--- src/rtl/sha_pkg.sv ---
// Shared constants, state encoding and rotate helpers for the SHA message-schedule datapath.
// Used by w_scheduler and w_sigma.
package sha_pkg;

    localparam int SHA256_ROUNDS = 64;
    localparam int SHA512_ROUNDS = 80;

    localparam int W256_BITS = 32;
    localparam int W512_BITS = 64;

    typedef logic [0:0] state_t;
    localparam state_t IDLE = 1'b0;
    localparam state_t RUN  = 1'b1;

    // small sigma rotate/shift amounts: s0 = ROTR a ^ ROTR b ^ SHR c, s1 likewise
    localparam int S256_S0_R0 = 7;
    localparam int S256_S0_R1 = 18;
    localparam int S256_S0_SH = 3;
    localparam int S256_S1_R0 = 17;
    localparam int S256_S1_R1 = 19;
    localparam int S256_S1_SH = 10;

    localparam int S512_S0_R0 = 1;
    localparam int S512_S0_R1 = 8;
    localparam int S512_S0_SH = 7;
    localparam int S512_S1_R0 = 19;
    localparam int S512_S1_R1 = 61;
    localparam int S512_S1_SH = 6;

    function automatic logic [31:0] rotr32(input logic [31:0] x, input int n);
        return (x >> n) | (x << (32 - n));
    endfunction

    function automatic logic [63:0] rotr64(input logic [63:0] x, input int n);
        return (x >> n) | (x << (64 - n));
    endfunction

endpackage

--- src/rtl/w_sigma.sv ---
// Combinational dual-mode small sigma functions; mode 1 = SHA-512, mode 0 = SHA-256.
// In SHA-256 mode only word[31:0] is used and both results have [63:32] = 0.
module w_sigma
    import sha_pkg::*;
(
    input  logic [63:0] word,
    input  logic        mode,
    output logic [63:0] s0,
    output logic [63:0] s1
);

    always_comb begin
        s0 = '0;
        s1 = '0;
        if (mode) begin
            s0 = rotr64(word, S512_S0_R0) ^ rotr64(word, S512_S0_R1) ^ (word >> S512_S0_SH);
            s1 = rotr64(word, S512_S1_R0) ^ rotr64(word, S512_S1_R1) ^ (word >> S512_S1_SH);
        end else begin
            s0 = {32'b0, rotr32(word[31:0], S256_S0_R0) ^ rotr32(word[31:0], S256_S0_R1)
                         ^ (word[31:0] >> S256_S0_SH)};
            s1 = {32'b0, rotr32(word[31:0], S256_S1_R0) ^ rotr32(word[31:0], S256_S1_R1)
                         ^ (word[31:0] >> S256_S1_SH)};
        end
    end

endmodule

--- src/rtl/w_scheduler.sv ---
// SHA message schedule: loads one block, emits W_t per valid/ready handshake (64 or 80 words).
// Registered outputs, W_0 one cycle after start; w_ready low holds window. Macro W_SCHED_SHA512_EN adds SHA-512.
module w_scheduler
    import sha_pkg::*;
(
    input  logic          clk,
    input  logic          rst,
    input  logic          start,
    input  logic          mode,
    input  logic [1023:0] block_in,
    input  logic          w_ready,
    output logic [63:0]   w_out,
    output logic          w_valid,
    output logic [6:0]    round_idx,
    output logic          busy,
    output logic          done
);

`ifdef W_SCHED_SHA512_EN
    localparam int WW = W512_BITS;
`else
    localparam int WW = W256_BITS;
`endif

    state_t        state;
    logic          mode_q;
    logic          mode_eff;
    logic [6:0]    t;
    logic [6:0]    last_idx;
    logic [WW-1:0] win   [16];
    logic [WW-1:0] blk_w [16];
    logic [63:0]   s0_full;
    logic [63:0]   s1_full;
    logic [63:0]   s1_unused_a;
    logic [63:0]   s0_unused_b;
    logic [63:0]   sum64;
    logic [WW-1:0] w_next;
    logic          unused_bits;

    always_comb begin
        for (int i = 0; i < 16; i++) begin
`ifdef W_SCHED_SHA512_EN
            if (mode_eff) begin
                blk_w[i] = block_in[1023 - 64*i -: 64];
            end else begin
                blk_w[i] = {32'b0, block_in[511 - 32*i -: 32]};
            end
`else
            blk_w[i] = block_in[511 - 32*i -: 32];
`endif
        end
    end

    w_sigma u_sigma0 (
        .word (64'(win[1])),
        .mode (mode_q),
        .s0   (s0_full),
        .s1   (s1_unused_a)
    );

    w_sigma u_sigma1 (
        .word (64'(win[14])),
        .mode (mode_q),
        .s0   (s0_unused_b),
        .s1   (s1_full)
    );

    assign sum64 = s1_full + 64'(win[9]) + s0_full + 64'(win[0]);

`ifdef W_SCHED_SHA512_EN
    assign mode_eff = mode;
    // SHA-256 words live in the low half; the sum can carry past bit 31
    assign w_next = mode_q ? sum64 : {32'b0, sum64[31:0]};
    assign unused_bits = ^{s1_unused_a, s0_unused_b};
`else
    assign mode_eff = 1'b0;
    assign w_next = sum64[31:0];
    assign unused_bits = ^{s1_unused_a, s0_unused_b, sum64[63:32], mode, block_in[1023:512]};
`endif

    assign last_idx = mode_q ? 7'(SHA512_ROUNDS - 1) : 7'(SHA256_ROUNDS - 1);

    always_ff @(posedge clk) begin
        if (rst) begin
            state  <= IDLE;
            mode_q <= 1'b0;
            t      <= '0;
            done   <= 1'b0;
            for (int i = 0; i < 16; i++) begin
                win[i] <= '0;
            end
        end else begin
            done <= 1'b0;
            if (state == IDLE) begin
                if (start) begin
                    state  <= RUN;
                    mode_q <= mode_eff;
                    t      <= '0;
                    for (int i = 0; i < 16; i++) begin
                        win[i] <= blk_w[i];
                    end
                end
            end else if (w_ready) begin
                if (t == last_idx) begin
                    state <= IDLE;
                    done  <= 1'b1;
                    t     <= '0;
                end else begin
                    t <= t + 7'd1;
                    for (int i = 0; i < 15; i++) begin
                        win[i] <= win[i+1];
                    end
                    win[15] <= w_next;
                end
            end
        end
    end

    assign w_out     = 64'(win[0]);
    assign w_valid   = (state == RUN);
    assign busy      = (state == RUN);
    assign round_idx = t;

endmodule

--- config.mk ---
export PLATFORM = sky130hd
export DESIGN_NAME = w_scheduler
export DESIGN_NICKNAME = d
export VERILOG_FILES = /design/src/rtl/sha_pkg.sv /design/src/rtl/w_sigma.sv /design/src/rtl/w_scheduler.sv
export SDC_FILE = /design/constraint.sdc
export NUM_CORES = 1
export LEC_CHECK = 0
export CAP_MARGIN = 40
export CORE_AREA = 2 2 430 432
export DETAILED_ROUTE_END_ITERATION = 8
export DIE_AREA = 0 0 432 434
export PLACE_DENSITY_LB_ADDON = 0.1
export SLEW_MARGIN = 30
export SYNTH_ARGS = -nofsm -noshare
export SYNTH_HDL_FRONTEND = slang
export SYNTH_SLANG_ARGS = --single-unit
--- constraint.sdc ---
create_clock -name clk -period 11.1 [get_ports clk]
set_input_delay 1.11 -clock clk [delete_from_list [all_inputs] [get_ports clk]]
set_output_delay 1.11 -clock clk [all_outputs]
set_load 0.02 [all_outputs]
### Yosys cells after proc, flatten, opt, wreduce, memory -nomap -nowiden

Memories as Yosys holds them, arrays and structs flattened.
Cells that the tools add are included.

| storage, ports and cells | value |
|---|---|
| bits in registers | 9 |
| bits in writable memories | 512 |
| output and inout port bits | 74 |
| word-level logic and storage cells | 105 |
| memories kept | 1 |

Memories:

| name | words | bits a word | rd ports | clocked after memory_dff | write ports | line | source |
|---|---|---|---|---|---|---|---|
| win | 16 | 32 | 16 | 0 | 16 | w_scheduler.sv:30 | `logic [WW-1:0] win [16];` |

| operators by class | value |
|---|---|
| $add $sub $neg | 4 |
| eq/ne operators | 2 |
| muxes and demuxes | 50 |
| bitwise logic cells | 42 |
| reductions and logical operators | 3 |

Operators with widths:

| operator | count |
|---|---|
| 32-bit two-way mux | 32 |
| 32-bit adder | 3 |
| 32-bit bitwise XOR | 2 |
| 1-bit bitwise OR | 32 |
| 13-bit by 32-bit bitwise OR with 32-bit output | 1 |
| 14-bit by 32-bit bitwise OR with 32-bit output | 1 |
| 15-bit by 32-bit bitwise OR with 32-bit output | 1 |
| 25-bit by 32-bit bitwise OR with 32-bit output | 1 |
| 32-bit by 22-bit bitwise XOR with 32-bit output | 1 |
| 32-bit by 29-bit bitwise XOR with 32-bit output | 1 |
| 7-bit two-way mux | 4 |
| 1-bit two-way mux | 14 |
| 7-bit by 1-bit adder with 7-bit output (second input constant) | 1 |
| 7-bit by 6-bit == test with 1-bit output (second input constant) | 1 |
| 3-bit OR reduction | 1 |
| 2-bit != test (second input constant) | 1 |
| 1-bit NOT | 2 |
| 2-bit AND reduction | 1 |
| 2-bit nonzero test | 1 |

### Longest topological paths before layout

An unclocked memory read counts as a cell.

| logic depth | value |
|---|---|
| word-level depth | 8 |
| depth in mapped cells | 17 |
| mapped depth without buffers | 17 |

### Modules after synthesis

Synthesis repeated with hierarchy kept, for this count alone.

| unflattened totals | value |
|---|---|
| cells, all modules | 3221 |
| area, all modules | 34658.2 µm² |

Modules (own cells, without submodules):

| module | times used | cells each | area an instance (µm²) | sequential area each (µm²) |
|---|---|---|---|---|
| w_scheduler | 1 | 2169 | 25690.9 | 15554.9 |
| w_sigma (u_sigma0) | 1 | 526 | 4594.4 | 0.0 |
| w_sigma (u_sigma1) | 1 | 526 | 4372.9 | 0.0 |

### Least setup slack after synthesis

Ideal clock, no wire load.

| timing path | value |
|---|---|
| path kind | input-to-reg |
| start | input port w_ready |
| end | memory win[1][0] (netlist bit), enable pin |
| arrival time | 5.662 ns |
| data required time | 9.343 ns |
| slack | 3.681 ns |
| stages | 6 |
| cell sequence | nand2_1 -> or2_2 -> clkbuf_1 -> buf_2 -> buf_1 -> nand2_1 |

RTL lines:

| item | line | source |
|---|---|---|
| start: declaration | w_scheduler.sv:11 | `input logic w_ready,` |
| end: declaration | w_scheduler.sv:30 |  |

==> impl_metrics.toml <==
[status]
run_status = "complete, no violations"

[timing]
fin_worst_hold_slack_ns = 0.526
hold_violations = 0
worst-slew-pin-transition_ns = 0.830
finalCriticalPeriod_ns = 5.08
maxSlewHeadroom_pct = 44.7
slew_viol_final = 0
clock.fmax_mhz = 197
setup_tns_ns = 0
grt_setup_unrepaired = "no"
layout_worst_path_cycle_share_pct = 45.7
clock-skew-final_ns = 0.0276
setup_violations = 0

[clock_tree]
max-clock-path-buffers = 3
post_cts_resized = 0
cts.root.buffer_cell = "clkbuf_16"
cts_hold_repair.buffers = 0
clkTransAtPathRegs_ns = 0.06
h-tree-depth = 3
numClockSinks = 521
clk-insertion-delay-late_ns = 0.68
cts_inserted_buffers = 75
tritoncts = "done"
setup_repair_bufs_after_cts = 0

[global_route]
number_of_global_route_vias_before_repair = 21100
grt_antenna_before_repair = 55
wire_length_of_the_first_global_routing_pass_um = 183000
global_route.overflow_total = 0
globalRouteTotalUtil_pct = 14.4
grt_max_degree = 190

[job]
max_cap_violations = 0

[routing]
avgRoutedWirePerCell_um = 27.1
firstDrtPassIters = 7
detailedRoute.firstIterationViolations = 1040
vias = 19300
antenna_violating_nets_post_route = 0
wl_um = 139000
routed_via_density = 3.77
number_of_design_rule_violations_left_after_detail_routing = 0

[worst_setup_path]
worst_path_max_fanout = 4
rrSetupSlack_ns = 6.02
crit_arrival_ns = 5.47
startpoint_type = "flop"
setup.worst_path.class = "reg -> reg"
cp.required_ns = 11.50
rr_worst_depth = 17
worst_r2r_startpoint = "win[14][18]$_DFFE_PP_"
cp-end-kind = "flop"
critical_path.reg2reg.endpoint = "win[15][29]$_DFFE_PP_"

[worst_hold_path]
holdCritPathClass = "reg -> reg"
min_delay_worst_endpoint = "win[9][15]$_DFFE_PP_"
worst_hold_startpoint = "win[10][15]$_DFFE_PP_"
timing.hold.worst_path_depth = 1

[floorplan]
die_w_um = 432
std_cell_rows = 157
die-height_um = 434
design.core.area_um2 = 182000
die_area_um2 = 187000
floorplan.initialDensity_pct = 14.3
io_pins = 1103

[yosys]
synthMostInstantiatedCell = "edfxtp_1"
syn_inst = 2155
ys_types = 63
syn-mean-instance-area_um2 = 12.1
ys_async_rst_share_pct = 0
yosysSeqAreaShare_pct = 59.5
share_of_the_synthesized_area_in_the_top_cell_type_pct = 58.8
synth_ff_type = "edfxtp_1"
synth_seq_cells = 521
synth_common_cells = "512 x edfxtp_1, 378 x nand2_1, 319 x a22o_1, 209 x a21oi_1, 150 x inv_1"
summed_instance_area_of_the_synthesized_netlist_um2 = 26200
yosys-top-cells-area = "edfxtp_1 59%, a22o_1 11%, nand2_1 5.4%"
netlist.top_cell.by_area = "edfxtp_1"
synth_enable_flop_cells = 512
yosysWarnings = 0

[power_and_ir_drop]
pwr_density_cell_nw_per_um2 = 197
peakVddDrop_uv = 110
cellLeakagePower_nw = 13.5

[cells_and_area]
drive_gt1_share_pct = 5.59
area_growth_syn_to_layout_pct = 40.8
layout.nets = 3803
finish.cell_count_without_fillers = 5131

[placed_design]
post-place-cells = 4984
place_congestion = 0.807
detailed_place_hpwl_um = 109000
placement.io_buffers = 557
-- where the power goes --
group	internal [mW]	switching (mW)	leakage, nW	total, mW
Sequential	2.40	0.176	5.65	2.57
Combinational	0.963	1.42	6.77	2.39
Clock	1.32	0.977	1.11	2.30
-- cells in the final DEF, fill, tap and decap left out, types with 4 or more instances in the layout --
cell / Yosys / final
buf_12: 0 / 8
nand3b_1: 7 / 7
and3_1: 5 / 5
fa_1: 62 / 62
o21ai_0: 23 / 23
dfxtp_1: 9 / 9
nor3_1: 14 / 14
o21a_1: 6 / 6
xnor2_1: 119 / 119
buf_4: 33 / 15
nor2_1: 30 / 28
a22o_1: 319 / 319
inv_1: 150 / 150
clkinv_1: 1 / 17
conb_1: 1 / 32
clkbuf_1: 104 / 14
clkbuf_16: 0 / 76
edfxtp_1: 512 / 512
ha_1: 32 / 32
a21o_1: 9 / 9
clkdlybuf4s50_1: 0 / 556
a21oi_1: 209 / 209
o21ai_1: 5 / 5
nand3_1: 15 / 15
xor2_1: 15 / 15
clkinv_2: 0 / 14
a21boi_1: 4 / 4
buf_16: 0 / 6
nand2_1: 378 / 375
a211oi_1: 5 / 5
diode_2: 0 / 11
-- flip-flops by register name, summed over array words and instances, names as in the netlist --
signal and flops:
done 1, round_idx 7, busy 1, win 512
-- cells by family after synthesis --
kind of cell / count (synthesis) / synth area share, %
compound gates: 616 / 17.2
buf+inv: 321 / 5.22
xor+xnor: 134 / 4.49
simple gates: 468 / 7.30
other cells: 1 / 0.0143
fa+ha+maj: 94 / 6.28
flops: 521 / 59.5
-- stage by stage --
| step | setup slack (ns) | area, µm² | utilization, % | total power [mW] |
|---|---|---|---|---|
| 6_report | 6.02 | 36800 | 20.2 | 7.26 |
| 5_1_grt | 5.69 | 36800 | 20.2 | 7.69 |
| 4_1_cts | 5.90 | 36700 | 20.1 | 7.39 |
| 3_5_place_dp | 5.95 | 34400 | 18.9 | 5.00 |
| 3_3_place_gp | 5.81 | 34300 | 18.8 | 5.01 |
| 2_1_floorplan | 3.68 | 26300 | - | 4.02 |
-- routing by layer --
| metal | part of all wire, % | track usage, % |
|---|---|---|
| met5 | 0.10 | 0 |
| met4 | 4.2 | 5.87 |
| met1 | 42 | 17.5 |
| met3 | 5.8 | 3.84 |
| met2 | 48 | 24.0 |
-- worst max path at each step --
stage	from	end	slack, ns
3_3_place_gp	w_ready	win[4][5]$_SDFFCE_PN0P_	5.81
4_1_cts	win[14][18]$_DFFE_PP_	win[15][29]$_DFFE_PP_	5.90
5_1_grt	win[14][18]$_DFFE_PP_	win[15][29]$_DFFE_PP_	5.69
6_report	win[14][18]$_DFFE_PP_	win[15][29]$_DFFE_PP_	6.02
3_5_place_dp	start	win[3][1]$_SDFFCE_PN0P_	5.95
2_1_floorplan	w_ready	win[1][0]$_SDFFCE_PN0P_	3.68
-- critical path: stages, from the launching register on --
cell	delay, ns
edfxtp_1	0.62
xnor2_1	0.25
xnor2_1	0.39
fa_1	0.48
inv_1	0.08
fa_1	0.42
inv_1	0.07
ha_1	0.21
inv_1	0.08
fa_1	0.47
nor2b_1	0.16
o31a_1	0.20
o31ai_2	0.13
a21oi_2	0.28
a21oi_2	0.14
a21oi_1	0.18
xnor2_1	0.11
a211oi_1	0.51
-- area by class of cell --
class	count	area, µm²
Antenna cell	11	27.5
Fill cell	19800	146000
Clock inverter	42	315
Tap cell	2385	2980
Timing Repair Buffer	587	6030
Sequential cell	521	15600
Inverter	151	567
Clock buffer	90	1950
Multi-Input combinational cell	1344	9390
Power figures use the tool's default switching activity.
